===== config.mk =====
export PLATFORM = sky130hd
export DESIGN_NAME = mxv_op_sequencer
export DESIGN_NICKNAME = d
export VERILOG_FILES = /design/src/rtl/mxv_op_sequencer.sv
export SDC_FILE = /design/constraint.sdc
export NUM_CORES = 1
export LEC_CHECK = 0
export ABC_AREA = 1
export CAP_MARGIN = 20
export CELL_PAD_IN_SITES_DETAIL_PLACEMENT = 1
export CELL_PAD_IN_SITES_GLOBAL_PLACEMENT = 1
export CORE_UTILIZATION = 35
export CTS_CLUSTER_DIAMETER = 100
export DETAILED_ROUTE_END_ITERATION = 8
export PLACE_DENSITY = 0.77
export SLEW_MARGIN = 20
export SYNTH_ARGS = -nofsm -noshare
export SYNTH_HDL_FRONTEND = slang
export SYNTH_SLANG_ARGS = --single-unit

===== constraint.sdc =====
create_clock -name clk -period 9 [get_ports clk]
set_input_delay 2.25 -clock clk [delete_from_list [all_inputs] [get_ports clk]]
set_output_delay 2.25 -clock clk [all_outputs]
set_load 0.02 [all_outputs]

===== src/rtl/mxv_op_sequencer.sv =====
// +----------------------------------------------------------------------------+
// | mxv_op_sequencer                                                           |
// | Row-by-row matrix x vector sequencer: reads rows from the matrix RAMs,     |
// | multiply-accumulates against a latched vector and hands out row results.   |
// | Revision: 1.0                                                              |
// +----------------------------------------------------------------------------+
`timescale 1ns/1ps
`default_nettype none

module mxv_op_sequencer #(
  parameter int DATA_W = 8,
  parameter int MAX_N  = 8,
  parameter int ADDR_W = 8,
  parameter int ACC_W  = 19
) (
  input  logic                       clk,
  input  logic                       rst,
  input  logic                       start,
  input  logic [3:0]                 mat_size,
  input  logic [MAX_N*DATA_W-1:0]    vec_data,
  output logic                       rd_en,
  output logic [$clog2(MAX_N)-1:0]   rd_row,
  output logic [ADDR_W-1:0]          rd_addr,
  input  logic [DATA_W-1:0]          rd_data,
  output logic                       res_valid,
  output logic [ACC_W-1:0]           res_data,
  input  logic                       res_ready,
  output logic                       busy,
  output logic                       op_done,
  output logic                       size_err
);

  localparam int              ROW_W      = $clog2(MAX_N);
  localparam logic [3:0]      c_MAX_SIZE = 4'(MAX_N);
  localparam logic [ROW_W-1:0] c_ONE     = ROW_W'(1);

  typedef enum logic [2:0] {
    S_IDLE  = 3'd0,
    S_READ  = 3'd1,
    S_DRAIN = 3'd2,
    S_PUSH  = 3'd3,
    S_DONE  = 3'd4
  } state_t;

  state_t                    r_state;
  logic [3:0]                r_n;
  logic [MAX_N*DATA_W-1:0]   r_vec;
  logic [ROW_W-1:0]          r_row;
  logic [ROW_W-1:0]          r_col;
  logic                      r_pend;
  logic [ROW_W-1:0]          r_pcol;
  logic [ACC_W-1:0]          r_acc;

  logic [DATA_W-1:0]         w_vec_elem [MAX_N];
  logic [DATA_W-1:0]         w_vsel;
  logic [2*DATA_W-1:0]       w_prod;
  logic [ACC_W-1:0]          w_acc_next;
  logic                      w_size_ok;
  logic                      w_last_col;
  logic                      w_last_row;
  logic [ROW_W-1:0]          w_col_inc;
  logic [ROW_W-1:0]          w_row_inc;

  genvar g;
  generate
    for (g = 0; g < MAX_N; g++) begin : g_vec_elem
      assign w_vec_elem[g] = r_vec[g*DATA_W +: DATA_W];
    end
  endgenerate

  // The product uses the column read one cycle earlier, matching RAM latency.
  assign w_vsel     = w_vec_elem[r_pcol];
  assign w_prod     = {{DATA_W{1'b0}}, rd_data} * {{DATA_W{1'b0}}, w_vsel};
  assign w_acc_next = r_acc + {{(ACC_W-2*DATA_W){1'b0}}, w_prod};

  assign w_size_ok  = (mat_size != 4'd0) && (mat_size <= c_MAX_SIZE);
  assign w_last_col = (4'(r_col) == (r_n - 4'd1));
  assign w_last_row = (4'(r_row) == (r_n - 4'd1));
  assign w_col_inc  = r_col + c_ONE;
  assign w_row_inc  = r_row + c_ONE;

  assign rd_row  = r_row;
  assign rd_addr = ADDR_W'(r_col);

  always_ff @(posedge clk or posedge rst) begin
    if (rst) begin
      r_state   <= S_IDLE;
      r_n       <= 4'd0;
      r_vec     <= '0;
      r_row     <= '0;
      r_col     <= '0;
      r_pend    <= 1'b0;
      r_pcol    <= '0;
      r_acc     <= '0;
      rd_en     <= 1'b0;
      res_valid <= 1'b0;
      res_data  <= '0;
      busy      <= 1'b0;
      op_done   <= 1'b0;
      size_err  <= 1'b0;
    end else begin
      op_done  <= 1'b0;
      size_err <= 1'b0;

      case (r_state)
        S_IDLE: begin
          if (start) begin
            if (w_size_ok) begin
              r_n     <= mat_size;
              r_vec   <= vec_data;
              r_row   <= '0;
              r_col   <= '0;
              r_pend  <= 1'b0;
              r_acc   <= '0;
              rd_en   <= 1'b1;
              busy    <= 1'b1;
              r_state <= S_READ;
            end else begin
              size_err <= 1'b1;
            end
          end
        end

        S_READ: begin
          r_pend <= 1'b1;
          r_pcol <= r_col;
          if (r_pend) begin
            r_acc <= w_acc_next;
          end
          if (w_last_col) begin
            rd_en   <= 1'b0;
            r_state <= S_DRAIN;
          end else begin
            r_col <= w_col_inc;
          end
        end

        S_DRAIN: begin
          r_pend    <= 1'b0;
          r_acc     <= w_acc_next;
          res_data  <= w_acc_next;
          res_valid <= 1'b1;
          r_state   <= S_PUSH;
        end

        S_PUSH: begin
          if (res_ready) begin
            res_valid <= 1'b0;
            if (w_last_row) begin
              op_done <= 1'b1;
              r_state <= S_DONE;
            end else begin
              r_row   <= w_row_inc;
              r_col   <= '0;
              r_acc   <= '0;
              rd_en   <= 1'b1;
              r_state <= S_READ;
            end
          end
        end

        S_DONE: begin
          busy    <= 1'b0;
          r_state <= S_IDLE;
        end

        default: begin
          r_state <= S_IDLE;
        end
      endcase
    end
  end

endmodule

`default_nettype wire

After elaboration in Yosys (flattened, before gate mapping)
Cells that the tools add are included.
{ "word_totals": {"reg_bits": 124, "latchBits": 0, "ramBits": 0, "rom_bits": 0, "inputBits": 80, "output_inout_bits": 35, "elab_cells": 95, "n_memories": 0} }
{ "op_classes": {"add_sub_neg": 4, "n_mul": 1, "n_div": 0, "order_cmp": 2, "eq_ne": 13, "shifts": 0, "n_mux": 42, "n_bitwise": 1, "n_reduce_logical": 18} }
{ "ops": {"columns": ["cell", "count"], "rows": [
  ["19-bit two-way mux", 5],
  ["19-bit case mux with 4 select lines", 1],
  ["3-bit two-way mux", 12],
  ["8-bit binary-select mux with 3-bit select", 1],
  ["19-bit by 16-bit adder with 19-bit output", 1],
  ["6-bit AND reduction", 3],
  ["8-bit by 8-bit multiplier with 16-bit output", 1],
  ["8-bit two-way mux", 2],
  ["1-bit two-way mux", 14],
  ["2-bit != test, second input constant", 7],
  ["3-bit case mux with 4 select lines", 1],
  ["3-bit case mux with 3 select lines", 1],
  ["3-bit AND reduction", 3],
  ["3-bit by 4-bit equality test with 1-bit output", 2],
  ["4-bit nonzero test", 2],
  ["3-bit by 1-bit adder with 3-bit output, second input constant", 2],
  ["3-bit by 2-bit equality test with 1-bit output, second input constant", 2],
  ["1-bit case mux with 3 select lines", 2],
  ["3-bit case mux with 2 select lines", 1],
  ["2-bit nonzero test", 3],
  ["3-bit nonzero test", 2],
  ["5-bit AND reduction", 1],
  ["4-bit >= comparator, second input constant", 1],
  ["4-bit less-or-equal comparator, second input constant", 1],
  ["other kinds (9)", 10]
]} }

Longest topological paths before layout
Gate-level depths: netlist (run 1).
{ "logic_depth": {"word_depth": 8, "ltp_mapped": 30, "ltp_nobuf": 29} }

Worst setup path before layout (run 1)
Ideal clock, no wire load.
{ "synth_timing": {"kind": "input to register", "startpoint": "input rd_data[3]", "endpoint": "register r_acc[12]", "setup_ns": 0.065, "t_arrival_ns": 5.707, "t_required_ns": 8.935, "path_slack_ns": 3.228, "stages": 22, "path_buffers": 0, "cell_sequence": "inv_1 -> nor2_1 -> fa_1 -> inv_1 -> fa_1 -> inv_1 -> fa_1 -> inv_1 -> fa_1 -> inv_1 -> ha_1 -> nand2_1 -> inv_1 -> nand2_1 -> nand3_1 -> nand2_1 -> nand2_1 -> nand2_1 -> inv_1 -> nor2_1 -> nand2_1 -> nand2_1"} }
{ "synth_via": {"elab_chain_cells": 4} }
{ "synth_rtl": {"columns": ["item", "line_no", "rtl"], "rows": [
  ["start, declared", "24", "input logic [DATA_W-1:0] rd_data,"],
  ["8-bit by 8-bit multiplier with 16-bit output *", "73", "assign w_prod = {{DATA_W{1'b0}}, rd_data} * {{DATA_W{1'b0}}, w_vsel};"],
  ["19-bit by 16-bit adder with 19-bit output *", "74", "assign w_acc_next = r_acc + {{(ACC_W-2*DATA_W){1'b0}}, w_prod};"],
  ["19-bit two-way mux", "127", "if (r_pend) begin"],
  ["19-bit case mux with 4 select lines *", "105", "case (r_state)"],
  ["end signal, assigned", "128", "r_acc <= w_acc_next;"],
  ["end signal, assigned", "140", "r_acc <= w_acc_next;"],
  ["end, declared", "52", "logic [ACC_W-1:0] r_acc;"]
]} }
Mark *: on every way between the ends. The rest lies on a longest branch, timed or not. The select of a mux whose other input is x is not followed.
A chain may end at the register's enable or synchronous reset.

Final worst setup path (run 1)
{ "layout_timing": {"startpoint": "input rd_data[2]", "endpoint": "register r_acc[18]"} }
Same word-level chain as after synthesis.

==> key figures, run 1 <==
Outcome
  • Outcome: completed

Setup path
  • Critical Path AT: ~6.6 ns
  • Setup CP Type: primary input to flip-flop
  • Worst Path Required: approximately 9.3 ns
  • Crit-path max FO: 5
  • Crit path launch type: primary input
  • Worst R2R Path Depth: 25
  • Setup crit end kind: flip-flop
  • FF-to-FF End: r_acc[18]
  • Crit path capture: r_acc[18]
  • Register-to-register path setup slack: approximately 3.3 ns
  • Critical path origin: rd_data[2]
  • RR Startpoint: r_pcol[0]

Timing
  • Final hold violation count: 0
  • Fin crit period: around 6.2 ns
  • RSZ-0062 raised after global routing: no
  • Slew margin rel.: between 20% and 30%
  • Fmax: 0.160 GHz
  • Setup TNS Final: 0 ns
  • Final setup viols: 0
  • Crit share post-route: 69.4%
  • Slew @ Worst Pin: approximately 1.1 ns
  • Skew final: about 0.012 ns
  • Pins Over Slew Limit: 0

Placement
  • IO Port Bufs: ~110
  • Placer congestion estimate: between 0.8 and 0.9
  • HPWL after detailed placement: between 15000 and 20000 um
  • Placed cell areas: slightly below 10000 sq um

Finish
  • Antenna Cells: 0
  • Layout cell share with drive strength beyond 1: under 10%
  • Fill cells: roughly 3000
  • Layout overhead on the synthesized area: 22.6%
  • Post-Layout Inst Area: around 10000 sq um
  • Final nets: approximately 1400

Yosys
  • Synth warn: 0
  • Compound-Gate Fraction of Synth Area: 10.7%
  • Synthesized area per cell: about 7.6 sq um
  • Count leader, synth: nand2_1
  • Yosys reg bits: around 120
  • Sequential share of the synthesized area: 36.5%
  • Xor/xnor cell area share of the yosys netlist: 1.13%
  • Predominant post-synthesis flop cell: dfrtp_1
  • Synth Cell Area: between 8000 and 9000 sq um
  • Synth Area in Adders: between 10% and 20%
  • Multiplexer share of the synthesized area: 0%
  • Synth cell count leaders: nand2_1, inv_1, dfrtp_1
  • Largest family of logic cells by synthesized area: simple AND/OR/NAND/NOR gates
  • Async S/R FF share, synth: between 90% and 100%
  • Post-synth EDFFs: 0
  • Gate Count Post-Synth: 1113
  • Cell accounting for the most synthesized area: dfrtp_1
  • Share of Yosys cell area claimed by the top area cell type: a little over a third
  • Synth Area in Simple Gates: 20.4%
  • Synth unique cells: 28
  • Area contributors post-synth: dfrtp_1, nand2_1, fa_1

Floorplan
  • Die footprint: approximately 25000 sq um
  • Ports: roughly 120
  • Initial core utilization: roughly 36%
  • Die W: roughly 160 um
  • Vert. Die Dim: roughly 160 um
  • Std cell rows: 56
  • CORE AREA: 23700 sq um

Detailed routing
  • First-pass DRT Iterations: 4
  • Drt drc: 0
  • Drt wl/cell: 15.1 um
  • Post-Route WL: ~23000 um
  • Via Count: 7224
  • Via/cell ratio: between 4 and 5
  • DRT antenna net count: 0
  • Iteration-0 DRC Markers: 362

Clock tree
  • Clk buf depth: 2
  • Clock latency on the worst-skew pair: about 0.43 ns
  • Postcts setup bufs: 0
  • Hold buffers post-CTS: 0
  • CTS buffer count: 17
  • CTS tree: yes
  • H-tree depth: 4
  • Clock transition at the registers of the reported paths: 0.06 ns
  • Clk sink count: 124
  • Clock Root Buffer: clkbuf_16
  • CTS resizes: 0

GRT
  • Initial antenna violation count: 0
  • Pin count of the biggest net entering global routing: about 120
  • Remaining global-route overflow: 0
  • Vias in the first global route: about 7600
  • First-pass GRT wire length: 38700 um
  • GRT Total Usage: around a fifth

Job
  • Max-Cap Viols: 0

Hold path
  • Worst Hold Class: flip-flop to flip-flop
  • Worst hold path depth: 2
[state kept, by name (all words and copies together), names as in the netlist, 3 cells and up]
register,count
rd_row,3
r_col,3
r_state,3
r_n,4
r_acc,19
r_pcol,3
res_data,19
r_vec,64
[worst min path at each step]
| stage | endpoint | from | slack, ns |
|---|---|---|---|
| after floorplan | r_vec[0] | r_vec[0] | 0.45 |
| final | r_vec[34] | r_vec[34] | 0.48 |
| after CTS | r_vec[5] | r_vec[5] | 0.48 |
| after global placement | r_vec[34] | r_vec[34] | 0.46 |
| after detailed placement | r_vec[5] | r_vec[5] | 0.47 |
| after global routing | r_vec[34] | r_vec[34] | 0.50 |
[metal layers]
| metal | wire length (um) | up-vias | GRT usage [%] |
|---|---|---|---|
| li1 | - | 3566 | - |
| met1 | 10800 | 3529 | 26.4 |
| met2 | 11500 | 102 | 35.1 |
| met3 | 559 | 27 | 2.66 |
| met4 | 412 | 0 | 6.47 |
| met5 | 0 | - | 0 |
[metrics by stage]
step / worst slack [ns] / hold WS, ns / instances / util, %
6_report: 2.75 / 0.480 / 1545 / 44.0
5_1_grt: 2.48 / 0.501 / 1545 / 44.0
4_1_cts: 2.74 / 0.485 / 1544 / 44.0
3_5_place_dp: 2.31 / 0.468 / 1512 / 41.5
3_3_place_gp: 2.36 / 0.462 / 1512 / 41.5
2_1_floorplan: 3.23 / 0.448 / 1117 / -
[layout by cell type (no fill, tap or decap), types with 4 or more instances in the layout]
| cell type | n |
|---|---|
| inv_6 | 4 |
| conb_1 | 5 |
| nor2_1 | 121 |
| nand2_1 | 272 |
| o21ai_0 | 98 |
| clkdlybuf4s50_1 | 109 |
| dfrtp_1 | 123 |
| o21ai_2 | 10 |
| xor2_1 | 5 |
| buf_4 | 4 |
| fa_1 | 50 |
| clkbuf_16 | 17 |
| nand3_1 | 27 |
| ha_1 | 44 |
| nand4_1 | 8 |
| inv_1 | 231 |
| o211ai_1 | 4 |
| inv_8 | 6 |
| a21oi_1 | 58 |
| xnor2_1 | 6 |
[layout make-up]
class	count	area, sq um	share of cell area, %
clock inverters	15	169	1.62
multi-input cells	721	4310	41.4
repair buffers	114	1130	10.9
well taps	319	399	3.83
inverters	235	885	8.48
clock buffers	17	425	4.08
flip-flops and latches	124	3100	29.8
[worst max-delay path: stages]
cell and delay [ns]:
clkdlybuf4s50_1 0.57, inv_1 0.13, nor2_1 0.17, fa_1 0.46, fa_1 0.54, fa_1 0.55, inv_1 0.06, fa_1 0.54
inv_1 0.05, ha_1 0.34, nand2_1 0.14, inv_1 0.05, nand2_1 0.07, nand2_1 0.07, inv_1 0.05, nand2_1 0.08
nand2_1 0.14, nand2_1 0.07, nand2_1 0.06, nand2_1 0.06, nand2_1 0.06, nand2_1 0.06
[kinds of logic (layout without fill, tap and decap cells)]
| family | after synthesis | count (layout) |
|---|---|---|
| AO/OA/AOI/OAI | 172 | 172 |
| XOR/XNOR | 11 | 11 |
| adder cells (fa/ha/maj) | 94 | 94 |
| buffers and inverters | 272 | 381 |
| flip-flops | 124 | 124 |
| other | 1 | 5 |
| AND/OR/NAND/NOR | 439 | 439 |
Power of run 1 is not shown: default switching activity piles up to over one toggle a cycle in this logic, so the estimate is an artifact.
==> run 2, diff against run 1 <==
==> constraint.sdc (replaced) <==
create_clock -name clk -period 6.5 [get_ports clk]
set_input_delay 1.625 -clock clk [delete_from_list [all_inputs] [get_ports clk]]
set_output_delay 1.625 -clock clk [all_outputs]
set_load 0.02 [all_outputs]
==> run 2 against run 1 <==
Against the previous run: register-to-register slack got worse by 2.3 ns; setup slack got worse by 1.9 ns; sequential cell count unchanged; highest routed layer unchanged.
==> key figures, run 2 (synthesis gave the netlist of run 1 again) <==
Finish
  • Commonest non-fill, non-tap cell in the layout: nand2_1
  • Layout overhead on the synthesized area: 23.0%
  • Biggest regs: r_vec: 64 flops, r_acc: 19 flops, res_data: 19 flops
  • Most frequent cells in the layout: nand2_1, inv_1, dfrtp_1
  • Layout cell share with drive strength beyond 1: under 10%
  • Largest register FFs: 64
  • Antenna Cells: 0
  • Biggest register: r_vec
  • Final nets: approximately 1400

Detailed routing
  • Via/cell ratio: between 4 and 5
  • Via Count: between 7000 and 8000
  • Drt drc: 0
  • Post-Route WL: about 24000 um
  • DRT antenna net count: 0
  • Drt wl/cell: approximately 15 um
  • Iteration-0 DRC Markers: roughly 390
  • First-pass DRT Iterations: 5

Timing
  • Slew @ Worst Pin: between 0.8 and 0.9 ns
  • Slew margin rel.: between 40% and 50%
  • Fmax: between 0.15 and 0.2 GHz
  • Final hold violation count: 0
  • Fin crit period: around 5.6 ns
  • Skew final: between 0.01 and 0.015 ns
  • Setup TNS Final: 0 ns
  • Crit share post-route: around 87%
  • RSZ-0062 raised after global routing: no
  • Final setup viols: 0
  • Pins Over Slew Limit: 0

Floorplan
  • Std cell rows: 56
  • Die W: 158 um
  • Die footprint: roughly 25000 sq um
  • Ports: ~120
  • Vert. Die Dim: 158 um
  • Initial core utilization: between 30 and 40%
  • CORE AREA: 23700 sq um

GRT
  • Remaining global-route overflow: 0
  • GRT Total Usage: between 20% and 30%
  • First-pass GRT wire length: 40000 um
  • Initial antenna violation count: 0
  • Vias in the first global route: between 7000 and 8000
  • Pin count of the biggest net entering global routing: 139

Setup path
  • Worst Path Required: ~6.8 ns
  • Crit-path cells: clkdlybuf4s50_1 -> inv_1 -> nor2_1 -> fa_1 -> fa_1 -> fa_1 -> inv_1 -> fa_1 -> inv_1 -> ha_1 -> nand2_1 -> inv_1 -> nand2_1 -> nand2_1 -> a21oi_1 -> xor2_1 -> o21ai_0
  • CP max stage cell: fa_1
  • Setup CP Type: primary input to flip-flop
  • Register-to-register path setup slack: about 0.93 ns
  • Crit-path max FO: 6
  • Crit path max-delay family: adder cells
  • Crit path launch type: primary input
  • Buffers & Inverters on Critical Path: 5
  • Setup crit end kind: flip-flop
  • Critical Path AT: approximately 6 ns
  • Largest stage delay, worst path: between 0.5 and 0.6 ns

Clock tree
  • Clk buf depth: 2
  • CTS resizes: 0
  • Clock Root Buffer: clkbuf_16
  • CTS tree: yes
  • CTS buffer count: 17
  • Clock latency on the worst-skew pair: between 0.4 and 0.5 ns
  • Clk sink count: around 120
  • Hold buffers post-CTS: 0
  • Postcts setup bufs: 0
  • H-tree depth: 4
  • Clock transition at the registers of the reported paths: ~0.06 ns

Placement
  • HPWL after detailed placement: ~18000 um
  • IO Port Bufs: about 110
  • Placer congestion estimate: 0.822

Job
  • Max-Cap Viols: 0

Outcome
  • Outcome: completed

Hold path
  • Worst Hold Class: flip-flop to flip-flop
## run 2: cell type report
class	instances	area [sq um]
Fill cell	2983	13200
Multi-Input combinational cell	721	4310
Sequential cell	124	3100
Timing Repair Buffer	117	1170
Inverter	235	885
Clock buffer	17	425
Tap cell	319	399
Clock inverter	15	170
## run 2: path summary, 6_finish.rpt
path,to,depth (start not counted),start
hold reg to reg,r_acc[14],2,r_acc[14]
setup / recovery,res_data[11],17,rd_data[4]
setup reg to reg,res_data[11],22,r_pcol[1]
min in group asynchronous,r_acc[8],2,rst
hold / removal,r_acc[14],2,r_acc[14]
max in group asynchronous,r_vec[33],3,rst
## run 2: tightest hold or removal path: cells and delay by family, from the launching register on
kind             cells  cell delay [ns]
AND/OR/NAND/NOR      1             0.06
flip-flops           1             0.34
AO/OA/AOI/OAI        1             0.05
## run 2: layer usage
| layer | wire length (um) | GRT usage (%) | part of all wire, % | vias to the layer above |
|---|---|---|---|---|
| met2 | 11700 | 36.1 | 49 | 102 |
| met3 | 620 | 3.42 | 2.6 | 25 |
| met4 | 481 | 6.52 | 2.0 | 0 |
| met1 | 11000 | 27.0 | 46 | 3543 |
| li1 | - | - | - | 3569 |
| met5 | 0 | 0 | 0 | - |
## run 2: per-stage QoR
step	std cells	util, %	worst slack, ns	hold slack [ns]	area, sq um
2_1_floorplan	1117	-	1.35	0.448	8520
3_3_place_gp	1515	41.6	0.510	0.462	9860
3_5_place_dp	1515	41.6	0.420	0.466	9860
4_1_cts	1547	44.1	0.873	0.484	10500
5_1_grt	1548	44.2	0.527	0.504	10500
6_report	1548	44.2	0.867	0.480	10500
Power of run 2 is left out for the same reason.
==> run 3, diff against run 2 <==
--- a/config.mk
+++ b/config.mk
@@ -9,10 +9,10 @@
 export CAP_MARGIN = 20
 export CELL_PAD_IN_SITES_DETAIL_PLACEMENT = 1
 export CELL_PAD_IN_SITES_GLOBAL_PLACEMENT = 1
-export CORE_UTILIZATION = 35
+export CORE_UTILIZATION = 41
 export CTS_CLUSTER_DIAMETER = 100
 export DETAILED_ROUTE_END_ITERATION = 8
-export PLACE_DENSITY = 0.77
+export PLACE_DENSITY_LB_ADDON = 0.1
 export SLEW_MARGIN = 20
 export SYNTH_ARGS = -nofsm -noshare
 export SYNTH_HDL_FRONTEND = slang
==> constraint.sdc (replaced) <==
create_clock -name clk -period 6.5 [get_ports clk]
set_input_delay 1.3 -clock clk [delete_from_list [all_inputs] [get_ports clk]]
set_output_delay 1.3 -clock clk [all_outputs]
set_load 0.02 [all_outputs]
==> run 3 against run 2 <==
Against the previous run: sequential cell count stayed put; first-iteration DRC count is 2.8% higher; core utilization is 6.8 points higher; cell count is 3.4% lower; design area is 1.2% lower; largest cell class unchanged; maximum frequency is 2.5% lower; global-route usage is 2.6 points higher; wire length is 2.8% lower; clock-buffer cell count is 3 higher; critical path type is now flip-flop to flip-flop; hold slack worse by 0.0016 ns.
==> key figures, run 3 (synthesis gave the netlist of run 1 again) <==
Detailed routing
  • Drt drc: 0
  • First-pass DRT Iterations: 4
  • Via Count: a little over 7000
  • Via/cell ratio: approximately 4.8
  • Post-Route WL: about 23000 um
  • Drt wl/cell: between 15 and 20 um
  • Iteration-0 DRC Markers: around 400
  • WL met3: ~920 um
  • Met2 WL: 10800 um
  • DRT antenna net count: 0
  • M1 WL: around 11000 um
  • DR top layer: met4

Timing
  • Final hold violation count: 0
  • Slew margin rel.: between 30% and 40%
  • Slew @ Worst Pin: around 1 ns
  • Fmax: ~0.17 GHz
  • Minimum hold slack: about 0.48 ns
  • Final setup viols: 0
  • Skew final: around 0.012 ns
  • Pins Over Slew Limit: 0
  • Crit share post-route: about 89%
  • Setup TNS Final: 0 ns
  • RSZ-0062 raised after global routing: no
  • Fin crit period: slightly below 6 ns

Floorplan
  • Std cell rows: 52
  • Die W: approximately 150 um
  • CORE AREA: 20300 sq um
  • Vert. Die Dim: 146 um
  • Die footprint: roughly 21000 sq um
  • Initial core utilization: around two fifths
  • Ports: 115

Finish
  • Antenna Cells: 0
  • Layout cell share with drive strength beyond 1: 4.40%
  • Post-Layout Inst Area: approximately 10000 sq um
  • Layout overhead on the synthesized area: 21.6%
  • Register area: ~3100 sq um
  • Fin cells: 1496
  • Final nets: 1387
  • Commonest non-fill, non-tap cell in the layout: nand2_1
  • Biggest register: r_vec
  • Biggest regs: r_vec: 64 flops, r_acc: 19 flops, res_data: 19 flops
  • Fill cells: approximately 2600
  • Largest register FFs: 64
  • Most frequent cells in the layout: nand2_1, inv_1, dfrtp_1
  • Area of the multi-input gates: approximately 4300 sq um

Setup path
  • Critical Path AT: just over 6 ns
  • Crit-path max FO: 26
  • Crit path launch type: flip-flop
  • Worst Path Required: a little under 7 ns
  • Setup crit end kind: flip-flop
  • Setup CP Type: flip-flop to flip-flop

Placement
  • Placed cell count: 1464
  • Placed cell areas: 9780 sq um
  • IO Port Bufs: 109
  • Placer congestion estimate: roughly 0.84
  • HPWL after detailed placement: 17700 um

GRT
  • Remaining global-route overflow: 0
  • GRT Total Usage: a little under a quarter
  • First-pass GRT wire length: a little under 40000 um
  • Initial antenna violation count: 0
  • Pin count of the biggest net entering global routing: 138
  • Vias in the first global route: roughly 8000

Clock tree
  • CTS tree: yes
  • Clk sink count: ~120
  • Postcts setup bufs: 0
  • Clock Root Buffer: clkbuf_16
  • H-tree depth: 4
  • CTS resizes: 0
  • Clock transition at the registers of the reported paths: ~0.060 ns
  • Hold buffers post-CTS: 0
  • CTS buffer count: 17
  • Clk buf depth: 2
  • Clock latency on the worst-skew pair: 0.42 ns

Job
  • Max-Cap Viols: 0

Hold path
  • Worst Hold Class: flip-flop to flip-flop

Outcome
  • Outcome: completed
-- run 3: changes by cell type in the layout (fill, tap and decap cells not counted), moves of 2 or more --
cell | before | now
inv_8 | 5 | 2
buf_4 | 6 | 4
inv_6 | 6 | 4
clkinv_4 | 0 | 3
clkbuf_8 | 0 | 2
-- run 3: worst max-delay path, cell delays in order (launching register included) --
cell and delay (ns):
dfrtp_1 0.97, o21ai_0 0.19, o21ai_0 0.35, nand2_1 0.19, nand2_1 0.15, inv_1 0.15
nor2_1 0.16, fa_1 0.46, fa_1 0.51, fa_1 0.54, inv_1 0.06, fa_1 0.53
inv_1 0.04, ha_1 0.35, nand2_1 0.13, inv_1 0.05, nand2_1 0.06, nand3_1 0.18
nand2_1 0.17, nand2_1 0.06, nand2_1 0.06, nand2_1 0.06, o21ai_0 0.22
-- run 3: layout make-up --
cell class | count | share of cell area, %
inverter | 235 | 8.55
sequential | 124 | 30.0
multi-input combinational | 721 | 41.7
clock inverter | 12 | 1.00
clock buffer | 20 | 4.42
timing repair buffer | 114 | 11.0
tap | 270 | 3.27
-- run 3: path summary, 6_finish.rpt --
kind,startpoint,endpoint,slack [ns],cells past startpoint
max reg2reg,r_pcol[1],res_data[17],0.72,22
min in group asynchronous,rst,rd_row[1],1.18,2
min,r_vec[34],r_vec[34],0.48,2
max,r_pcol[1],res_data[17],0.72,22
min reg2reg,r_vec[34],r_vec[34],0.48,2
max in group asynchronous,rst,r_vec[22],4.06,3
-- run 3: stage by stage --
step / util, % / setup slack [ns]
5_1_grt: 50.9 / 0.303
3_5_place_dp: 48.2 / 0.733
2_1_floorplan: - / 1.68
3_3_place_gp: 48.2 / 0.770
4_1_cts: 50.9 / 0.717
6_report: 50.9 / 0.723
-- run 3: layer usage --
metal  up-vias  GRT usage, %
met5         -             0
li1       3565             -
met1      3519          32.0
met3        28          3.88
met2       127          38.8
met4         0          7.40
Power of run 3 is left out for the same reason.
